==> config.mk <==
export PLATFORM = sky130hd
export DESIGN_NAME = uart_rx_pkt_fifo
export DESIGN_NICKNAME = d
export VERILOG_FILES = /design/src/rtl/uart_rx_pkt_fifo_pkg.sv /design/src/rtl/uart_rx_pkt_fifo_sync_fifo.sv /design/src/rtl/uart_rx_pkt_fifo.sv
export SDC_FILE = /design/constraint.sdc
export NUM_CORES = 1
export LEC_CHECK = 0
export CORE_ASPECT_RATIO = 1.1
export CORE_MARGIN = 3
export CORE_UTILIZATION = 50
export CTS_BUF_LIST = sky130_fd_sc_hd__clkbuf_4 sky130_fd_sc_hd__clkbuf_8
export DETAILED_ROUTE_END_ITERATION = 12
export PLACE_DENSITY_LB_ADDON = 0.3
export SLEW_MARGIN = 25
export SYNTH_ARGS = -nofsm -noshare
export SYNTH_HDL_FRONTEND = slang
export SYNTH_HIERARCHICAL = 1
export SYNTH_SLANG_ARGS = --single-unit
==> constraint.sdc <==
create_clock -name clk -period 9.4 [get_ports clk]
set_input_delay 0.94 -clock clk [delete_from_list [all_inputs] [get_ports clk]]
set_output_delay 0.94 -clock clk [all_outputs]
set_load 0.01 [all_outputs]
==> src/rtl/uart_rx_pkt_fifo_pkg.sv <==
// Shared widths and the FIFO entry layout for the UART receive packet buffer.
package uart_rx_pkt_fifo_pkg;

    localparam int RX_BYTE_W  = 8;
    localparam int RX_ENTRY_W = RX_BYTE_W + 1;

    typedef struct packed {
        logic                 last;
        logic [RX_BYTE_W-1:0] data;
    } rx_entry_t;

endpackage

==> src/rtl/uart_rx_pkt_fifo_sync_fifo.sv <==
// Register-array FIFO with first-word fall-through output; writes while full are dropped.
// Read data is gated to zero when empty so the output is deterministic after reset.
module sync_fifo #(
    parameter int WIDTH = 8,
    parameter int DEPTH = 16
) (
    input  logic             clk,
    input  logic             rst,
    input  logic             wr_vld,
    input  logic [WIDTH-1:0] wr_dat,
    output logic             full,
    output logic             rd_vld,
    input  logic             rd_rdy,
    output logic [WIDTH-1:0] rd_dat
);

    localparam int AW = $clog2(DEPTH);
    localparam int PW = AW + 1;

    logic [WIDTH-1:0] mem_q [DEPTH];
    logic [PW-1:0]    wr_ptr_q, wr_ptr_d;
    logic [PW-1:0]    rd_ptr_q, rd_ptr_d;
    logic             empty;
    logic             wr_fire;
    logic             rd_fire;

    // Full is judged on the pre-read state: a same-cycle read never frees room for a write.
    assign empty   = (wr_ptr_q == rd_ptr_q);
    assign full    = (wr_ptr_q[AW] != rd_ptr_q[AW]) && (wr_ptr_q[AW-1:0] == rd_ptr_q[AW-1:0]);
    assign wr_fire = wr_vld && !full;
    assign rd_fire = rd_vld && rd_rdy;
    assign rd_vld  = !empty;
    assign rd_dat  = empty ? '0 : mem_q[rd_ptr_q[AW-1:0]];

    always_comb begin
        wr_ptr_d = wr_ptr_q;
        rd_ptr_d = rd_ptr_q;
        if (wr_fire) wr_ptr_d = wr_ptr_q + PW'(1);
        if (rd_fire) rd_ptr_d = rd_ptr_q + PW'(1);
    end

    always_ff @(posedge clk) begin
        if (rst) begin
            wr_ptr_q <= '0;
            rd_ptr_q <= '0;
        end else begin
            wr_ptr_q <= wr_ptr_d;
            rd_ptr_q <= rd_ptr_d;
        end
    end

    always_ff @(posedge clk) begin
        if (wr_fire) mem_q[wr_ptr_q[AW-1:0]] <= wr_dat;
    end

endmodule

==> src/rtl/uart_rx_pkt_fifo.sv <==
// Buffers UART receive bytes into a last-tagged FIFO, counting complete packets held.
// Each byte waits in staging until the next byte or end-of-packet decides its last flag.
module uart_rx_pkt_fifo
    import uart_rx_pkt_fifo_pkg::*;
#(
    parameter int DEPTH = 16
) (
    input  logic                       clk,
    input  logic                       rst,
    input  logic                       rx_ready,
    input  logic [RX_BYTE_W-1:0]       rx_data,
    input  logic                       rx_eop,
    output logic                       out_valid,
    input  logic                       out_ready,
    output logic [RX_BYTE_W-1:0]       out_data,
    output logic                       out_last,
    output logic [$clog2(DEPTH+1)-1:0] pkt_count,
    output logic                       overflow
);

    localparam int CW = $clog2(DEPTH+1);

    logic                 stg_valid_q, stg_valid_d;
    logic [RX_BYTE_W-1:0] stg_data_q, stg_data_d;
    logic [CW-1:0]        pkt_count_q, pkt_count_d;
    logic                 overflow_q, overflow_d;

    logic                  commit;
    rx_entry_t             commit_entry;
    logic                  fifo_full;
    logic [RX_ENTRY_W-1:0] fifo_rd_dat;
    rx_entry_t             head;
    logic                  pkt_inc;
    logic                  pkt_dec;

    // A new byte or an eop both push the staged byte out; eop alone marks it last.
    assign commit            = stg_valid_q && (rx_ready || rx_eop);
    assign commit_entry.last = rx_eop;
    assign commit_entry.data = stg_data_q;

    sync_fifo #(
        .WIDTH (RX_ENTRY_W),
        .DEPTH (DEPTH)
    ) u_fifo (
        .clk    (clk),
        .rst    (rst),
        .wr_vld (commit),
        .wr_dat (commit_entry),
        .full   (fifo_full),
        .rd_vld (out_valid),
        .rd_rdy (out_ready),
        .rd_dat (fifo_rd_dat)
    );

    assign head     = fifo_rd_dat;
    assign out_data = head.data;
    assign out_last = head.last;

    assign pkt_inc = commit && commit_entry.last && !fifo_full;
    assign pkt_dec = out_valid && out_ready && out_last;

    always_comb begin
        stg_valid_d = stg_valid_q;
        stg_data_d  = stg_data_q;
        pkt_count_d = pkt_count_q;
        overflow_d  = overflow_q || (commit && fifo_full);

        if (rx_ready) begin
            stg_valid_d = 1'b1;
            stg_data_d  = rx_data;
        end else if (rx_eop) begin
            stg_valid_d = 1'b0;
        end

        case ({pkt_inc, pkt_dec})
            2'b10:   pkt_count_d = pkt_count_q + CW'(1);
            2'b01:   pkt_count_d = pkt_count_q - CW'(1);
            default: pkt_count_d = pkt_count_q;
        endcase
    end

    always_ff @(posedge clk) begin
        if (rst) begin
            stg_valid_q <= 1'b0;
            stg_data_q  <= '0;
            pkt_count_q <= '0;
            overflow_q  <= 1'b0;
        end else begin
            stg_valid_q <= stg_valid_d;
            stg_data_q  <= stg_data_d;
            pkt_count_q <= pkt_count_d;
            overflow_q  <= overflow_d;
        end
    end

    assign pkt_count = pkt_count_q;
    assign overflow  = overflow_q;

endmodule

=== Yosys cells after proc, flatten, opt, wreduce, memory -nomap -nowiden ===
Memories as Yosys holds them, arrays and structs flattened. A register that Yosys moved wholly into a read port is not among the register bits.
Cells that the tools add are included.

* Multiplexer cells: 8
* Add/subtract/negate cells: 4
* Equal/unequal tests: 5
* Reduce and logical (&&, ||, !) cells: 14

{| class="wikitable"
|+ Operator list
! kind !! number
|-
| $add A5 B1 Y5 const B || 3
|-
| $pmux W5 S2 || 1
|-
| $mux W9 || 1
|-
| $logic_and A1 B1 Y1 || 8
|-
| $mux W4 || 2
|-
| $eq A5 B5 Y1 || 1
|-
| $sub A5 B1 Y5 const B || 1
|-
| $eq A4 B4 Y1 || 1
|-
| $mux W1 || 4
|-
| $reduce_bool A2 Y1 || 2
|-
| $eq A2 B1 Y1 const B || 1
|-
| $eq A2 B2 Y1 const B || 1
|-
| $logic_not A1 Y1 || 2
|-
| $logic_or A1 B1 Y1 || 2
|-
| $ne A1 B1 Y1 || 1
|}

* Register bits after elaboration: 25
* Bits of input ports: 13
* Bits in writable memories: 144
* Memories: 1
* Word-level logic and storage cells: 38
* Output and inout port bits: 16

{| class="wikitable"
|+ Memory list
! memory !! words !! width !! read ports !! clocked after Yosys merged registers in !! write ports !! RTL line !! source
|-
| u_fifo.mem_q || 16 || 9 || 1 || 1 || 1 || uart_rx_pkt_fifo_sync_fifo.sv:20 || <nowiki>logic [WIDTH-1:0] mem_q [DEPTH];</nowiki>
|}

=== Logic depth before layout (Yosys ltp) ===
* Depth in word-level cells: 6
* Depth in mapped cells: 16
* Gate-level depth less buffers: 12

=== Modules after synthesis ===
The synthesis kept the hierarchy.

{| class="wikitable"
|+ Modules (own cells, without submodules)
! module !! cells an instance !! area an instance (µm²) !! instances !! sequential area each (µm²)
|-
| sync_fifo || 366 || 6565.0 || 1 || 4604.4
|-
| uart_rx_pkt_fifo || 80 || 764.5 || 1 || 300.3
|}

=== Worst setup path before layout ===
Ideal clock, no wire load.

* Path type: register to register
* From: register (tool-made name)
* To: register pkt_count_q[4], in the netlist pkt_count[4]
* Data arrival time: 2933 ps
* Path slack: 6346 ps
* Library setup time: 121 ps
* Cell stages (with the launch flop): 16
* Period minus slack after synthesis: 3054 ps
* Data required time: 9279 ps
* Path buffers: 3
* Cells stage by stage: dfxtp_1 buf_6 buf_6 mux4_2 mux2i_1 or2_2 a21oi_1 and3_1 ha_1 buf_4 xor2_1 ha_1 nor3_1 o211ai_1 o31ai_2 mux2_4

{| class="wikitable"
|+ RTL lines
! what !! RTL line !! source
|-
| to (signal assigned) || uart_rx_pkt_fifo.sv:91 || <nowiki>pkt_count_q <= pkt_count_d;</nowiki>
|-
| to (decl) || uart_rx_pkt_fifo.sv:25 || <nowiki>logic [CW-1:0] pkt_count_q, pkt_count_d;</nowiki>
|}

==> impl_results.rst <==
.. list-table::
   :header-rows: 1

   * - Metric
     - Value
   * - Outcome
     - finished, final reports clean
   * - Post-synthesis sequential area ratio
     - 66.9%
   * - Slowest stage delay, CP
     - 0.57 ns
   * - Pin count of the biggest net entering global routing
     - 35
   * - Top FF cell, synth
     - sky130_fd_sc_hd__edfxtp_1
   * - Total routing usage reported by global routing
     - 18.3%
   * - Hold-fix buffers at CTS
     - 0
   * - Flip-flop and latch count after synthesis
     - 173
   * - Skew-Pair Late Insertion Delay
     - 0.45 ns
   * - Reg2reg setup slack
     - 5.67 ns
   * - Startpoint class of the critical path
     - register
   * - Iteration-0 DRC Markers
     - 438
   * - Number of hold-slack violations in the final timing report
     - 0
   * - Ratio of cells with drive above 1 in the final layout
     - 18.2%
   * - Shortest clock period the worst path allows after layout
     - 3.97 ns
   * - Relative slew margins
     - 36.3%
   * - Total negative slack for setup checks
     - 0 ns
   * - Capture instance of the worst register-to-register path
     - pkt_count[4]
   * - Die outline width
     - 121 µm
   * - Dpl cells
     - 639
   * - Post-synthesis instance area
     - 7330 µm²
   * - Number of vias per cell after detailed routing
     - 5.80
   * - Drt total wl
     - 13700 µm
   * - Capture point of the critical path
     - out_data[3]
   * - Count of unique library cells instantiated by Yosys
     - 51
   * - Non-filler instance count after layout
     - 671
   * - Antenna diode count
     - 0
   * - CP max-delay cell
     - sky130_fd_sc_hd__mux4_2
   * - Setup repair after global routing missed its margin
     - false
   * - Number of sinks handled by clock tree synthesis
     - 173
   * - Syn-to-layout area delta
     - 9.99%
   * - Leak Pwr
     - 2.62 nW
   * - Endpoint kind of the worst setup timing path
     - output pin
   * - Number of global-route vias before repair
     - 3855
   * - Maximum clock insertion buffer count
     - 2
   * - Routed WL per cell
     - 20.4 µm
   * - Final RePlAce weighted congestion
     - 0.791
   * - Final-report setup violation count
     - 0
   * - Stages on the worst setup path
     - 6
   * - Worst Max-Slew Pin Slew
     - 0.955 ns
   * - Area inside the core boundary
     - 14100 µm²
   * - Count of antenna-violating nets left after detailed routing
     - 0
   * - Drt drc
     - 0
   * - Critical Path, Cell by Cell
     - buf_4, mux4_2, nand2b_1, nand3_1, a21oi_1, clkdlybuf4s50_1
   * - Clock tree from TritonCTS
     - yes
   * - Maximum clock rate
     - 252 MHz
   * - Overall power of the completed layout
     - 1.56 mW
   * - Number of rows created at floorplan
     - 45
   * - I/O pin count
     - 29
   * - Clock skew after layout
     - 0.0133 ns
   * - Worst path bufs/invs
     - 2
   * - FFs w/ async S/R, synth
     - 0%
   * - Metal-1 WL
     - 6050 µm
   * - Final core area utilization
     - 57.3%
   * - GR Overflow Total
     - 0
   * - Proportion of netlist area held by the largest area contributor
     - 59.0%
   * - Number of nets in the finished design
     - 492
   * - Critical path peak fanout
     - 29
   * - Avg Synthesized Cell Area
     - 16.4 µm²
   * - Post-synthesis net count
     - 468
   * - Wire length on met2
     - 6820 µm
   * - Port bufs
     - 28
   * - Max-cap check violation count
     - 0
   * - Largest area contributor in the netlist
     - sky130_fd_sc_hd__edfxtp_1
   * - Synth top cells by count
     - 144 x sky130_fd_sc_hd__edfxtp_1, 38 x sky130_fd_sc_hd__mux2i_1, 29 x sky130_fd_sc_hd__dfxtp_1
   * - Die outline area
     - 16100 µm²
   * - Data required, critical path
     - 8.46 ns
   * - Antenna violations before repair
     - 0
   * - Number of instances resized during post-cts repair
     - 0
   * - Number of buffers created by CTS
     - 17
   * - Fin crit share
     - 42.2%
   * - Number of vias in the routed layout
     - 3894
   * - Worst R2R Path Depth
     - 12
   * - Initial Util
     - 52.1%
   * - Most used standard cell by instance count after synthesis
     - sky130_fd_sc_hd__edfxtp_1
   * - Maximum VDD drop
     - 0.0000922 V
   * - Die Y-Extent
     - 133 µm
   * - Clock edge transition at the registers on the reported setup and hold paths
     - 0.08 ns
   * - Number of instances in the synthesized netlist
     - 446
   * - Count of synthesis-stage warnings from yosys
     - 6
   * - Worst Path Arrival
     - 3.03 ns
   * - DP Wirelength
     - 8690 µm
   * - Slew Limit Fails
     - 0
   * - Met3 routed wirelength
     - 732 µm
   * - Uppermost signal routing layer after detailed routing
     - met4
   * - Maximum level of the CTS H-tree
     - 4
   * - Post-synth EDFFs
     - 144
   * - Critical Setup Path Class
     - register to output pin
   * - Top post-synthesis cells by area
     - sky130_fd_sc_hd__edfxtp_1 59%, sky130_fd_sc_hd__mux4_2 8.3%, sky130_fd_sc_hd__dfxtp_1 7.9%, sky130_fd_sc_hd__mux2i_1 5.2%, sky130_fd_sc_hd__ha_1 1.5%
   * - Power density over cell area
     - 193 nW/µm²
   * - Class of the most critical hold timing path
     - register to register
   * - First-pass GRT wire length
     - 21900 µm
   * - Setup repair bufs after CTS
     - 0
   * - Root cell of the clock tree
     - sky130_fd_sc_hd__clkbuf_8
   * - Worst path top cell family by delay
     - buffers and inverters
   * - Pre-Repair DR Iteration Count
     - 5
-- sequential cells by signal, indices dropped and copies added, names as in the netlist, named ones only --
register	cells
overflow	1
pkt_count	5
stg_data_q	8
stg_valid_q	1
u_fifo/mem_q	144
u_fifo/rd_ptr_q	5
u_fifo/wr_ptr_q	5
-- cells in the final DEF, fill, tap and decap left out, types with 3 or more instances in the layout --
cell type	instances
sky130_fd_sc_hd__or2_2	9
sky130_fd_sc_hd__nand3_1	11
sky130_fd_sc_hd__xor2_1	4
sky130_fd_sc_hd__nand2_1	8
sky130_fd_sc_hd__a21oi_1	17
sky130_fd_sc_hd__inv_1	10
sky130_fd_sc_hd__nand4_1	6
sky130_fd_sc_hd__clkinvlp_4	5
sky130_fd_sc_hd__mux2i_1	38
sky130_fd_sc_hd__xnor2_1	4
sky130_fd_sc_hd__dfxtp_1	27
sky130_fd_sc_hd__and4_1	5
sky130_fd_sc_hd__clkdlybuf4s50_1	28
sky130_fd_sc_hd__clkinv_2	4
sky130_fd_sc_hd__nand2b_1	5
sky130_fd_sc_hd__mux4_2	27
sky130_fd_sc_hd__ha_1	9
sky130_fd_sc_hd__edfxtp_1	144
sky130_fd_sc_hd__a211oi_1	4
sky130_fd_sc_hd__buf_4	3
sky130_fd_sc_hd__and3_1	14
sky130_fd_sc_hd__a311o_1	4
sky130_fd_sc_hd__o2111ai_1	5
sky130_fd_sc_hd__nor2_1	24
sky130_fd_sc_hd__clkbuf_8	17
sky130_fd_sc_hd__a22oi_1	5
sky130_fd_sc_hd__nor2b_1	6
sky130_fd_sc_hd__mux2_2	5
-- area by class of cell --
class / instances / area (µm²)
Clock inverter: 13 / 125
Clock buffer: 19 / 249
Inverter: 10 / 37.5
Multi-Input combinational cell: 237 / 2200
Sequential cell: 173 / 4910
Timing Repair Buffer: 31 / 303
Tap cell: 188 / 235
Fill cell: 1092 / 6010
-- metrics by stage --
stage               setup slack (ns)  instance area (µm²)  hold slack (ns)
global placement                5.73                 7680            0.455
finish                          5.43                 8060            0.495
detailed placement              5.66                 7680            0.470
CTS                             5.33                 8060            0.496
floorplan                       6.35                 7330            0.479
global route                    5.15                 8060            0.558
-- cell families after synthesis --
family,share of synthesized area [%]
AO/OA/AOI/OAI,5.45
XOR/XNOR,1.40
adder cells (fa/ha/maj),1.54
buffers and inverters,3.04
flip-flops,66.9
multiplexers,14.5
AND/OR/NAND/NOR,7.20
-- power breakdown --
group / internal, mW / total, mW / switching (mW) / leakage, nW
registers: 0.841 / 0.868 / 0.0272 / 1.56
logic: 0.102 / 0.205 / 0.103 / 0.880
clock network: 0.237 / 0.483 / 0.246 / 0.179
total: 1.18 / 1.56 / 0.376 / 2.62
-- worst reg2reg max path, cell delays in order (launching register included) --
cell and delay [ns]:
sky130_fd_sc_hd__dfxtp_2 0.96, sky130_fd_sc_hd__mux4_2 0.40, sky130_fd_sc_hd__mux2i_1 0.07, sky130_fd_sc_hd__or2_2 0.28
sky130_fd_sc_hd__a21oi_1 0.26, sky130_fd_sc_hd__and3_1 0.24, sky130_fd_sc_hd__ha_1 0.34, sky130_fd_sc_hd__xor2_1 0.19
sky130_fd_sc_hd__ha_1 0.20, sky130_fd_sc_hd__nor3_1 0.06, sky130_fd_sc_hd__o211ai_1 0.22, sky130_fd_sc_hd__o31ai_2 0.10
sky130_fd_sc_hd__mux2_4 0.30
-- routing by layer --
metal,GRT usage (%),up-vias
met5,0,-
li1,-,1792
met1,25.7,1982
met2,28.3,109
met4,4.86,0
met3,5.22,11
-- how the worst min path moves through the flow --
stage	startpoint	end	cells after the start
floorplan	stg_valid_q	stg_valid_q	2
global placement	overflow	overflow	2
detailed placement	overflow	overflow	2
CTS	overflow	overflow	2
global route	stg_valid_q	stg_valid_q	2
finish	overflow	overflow	2
(Power assumes the default switching activity.)
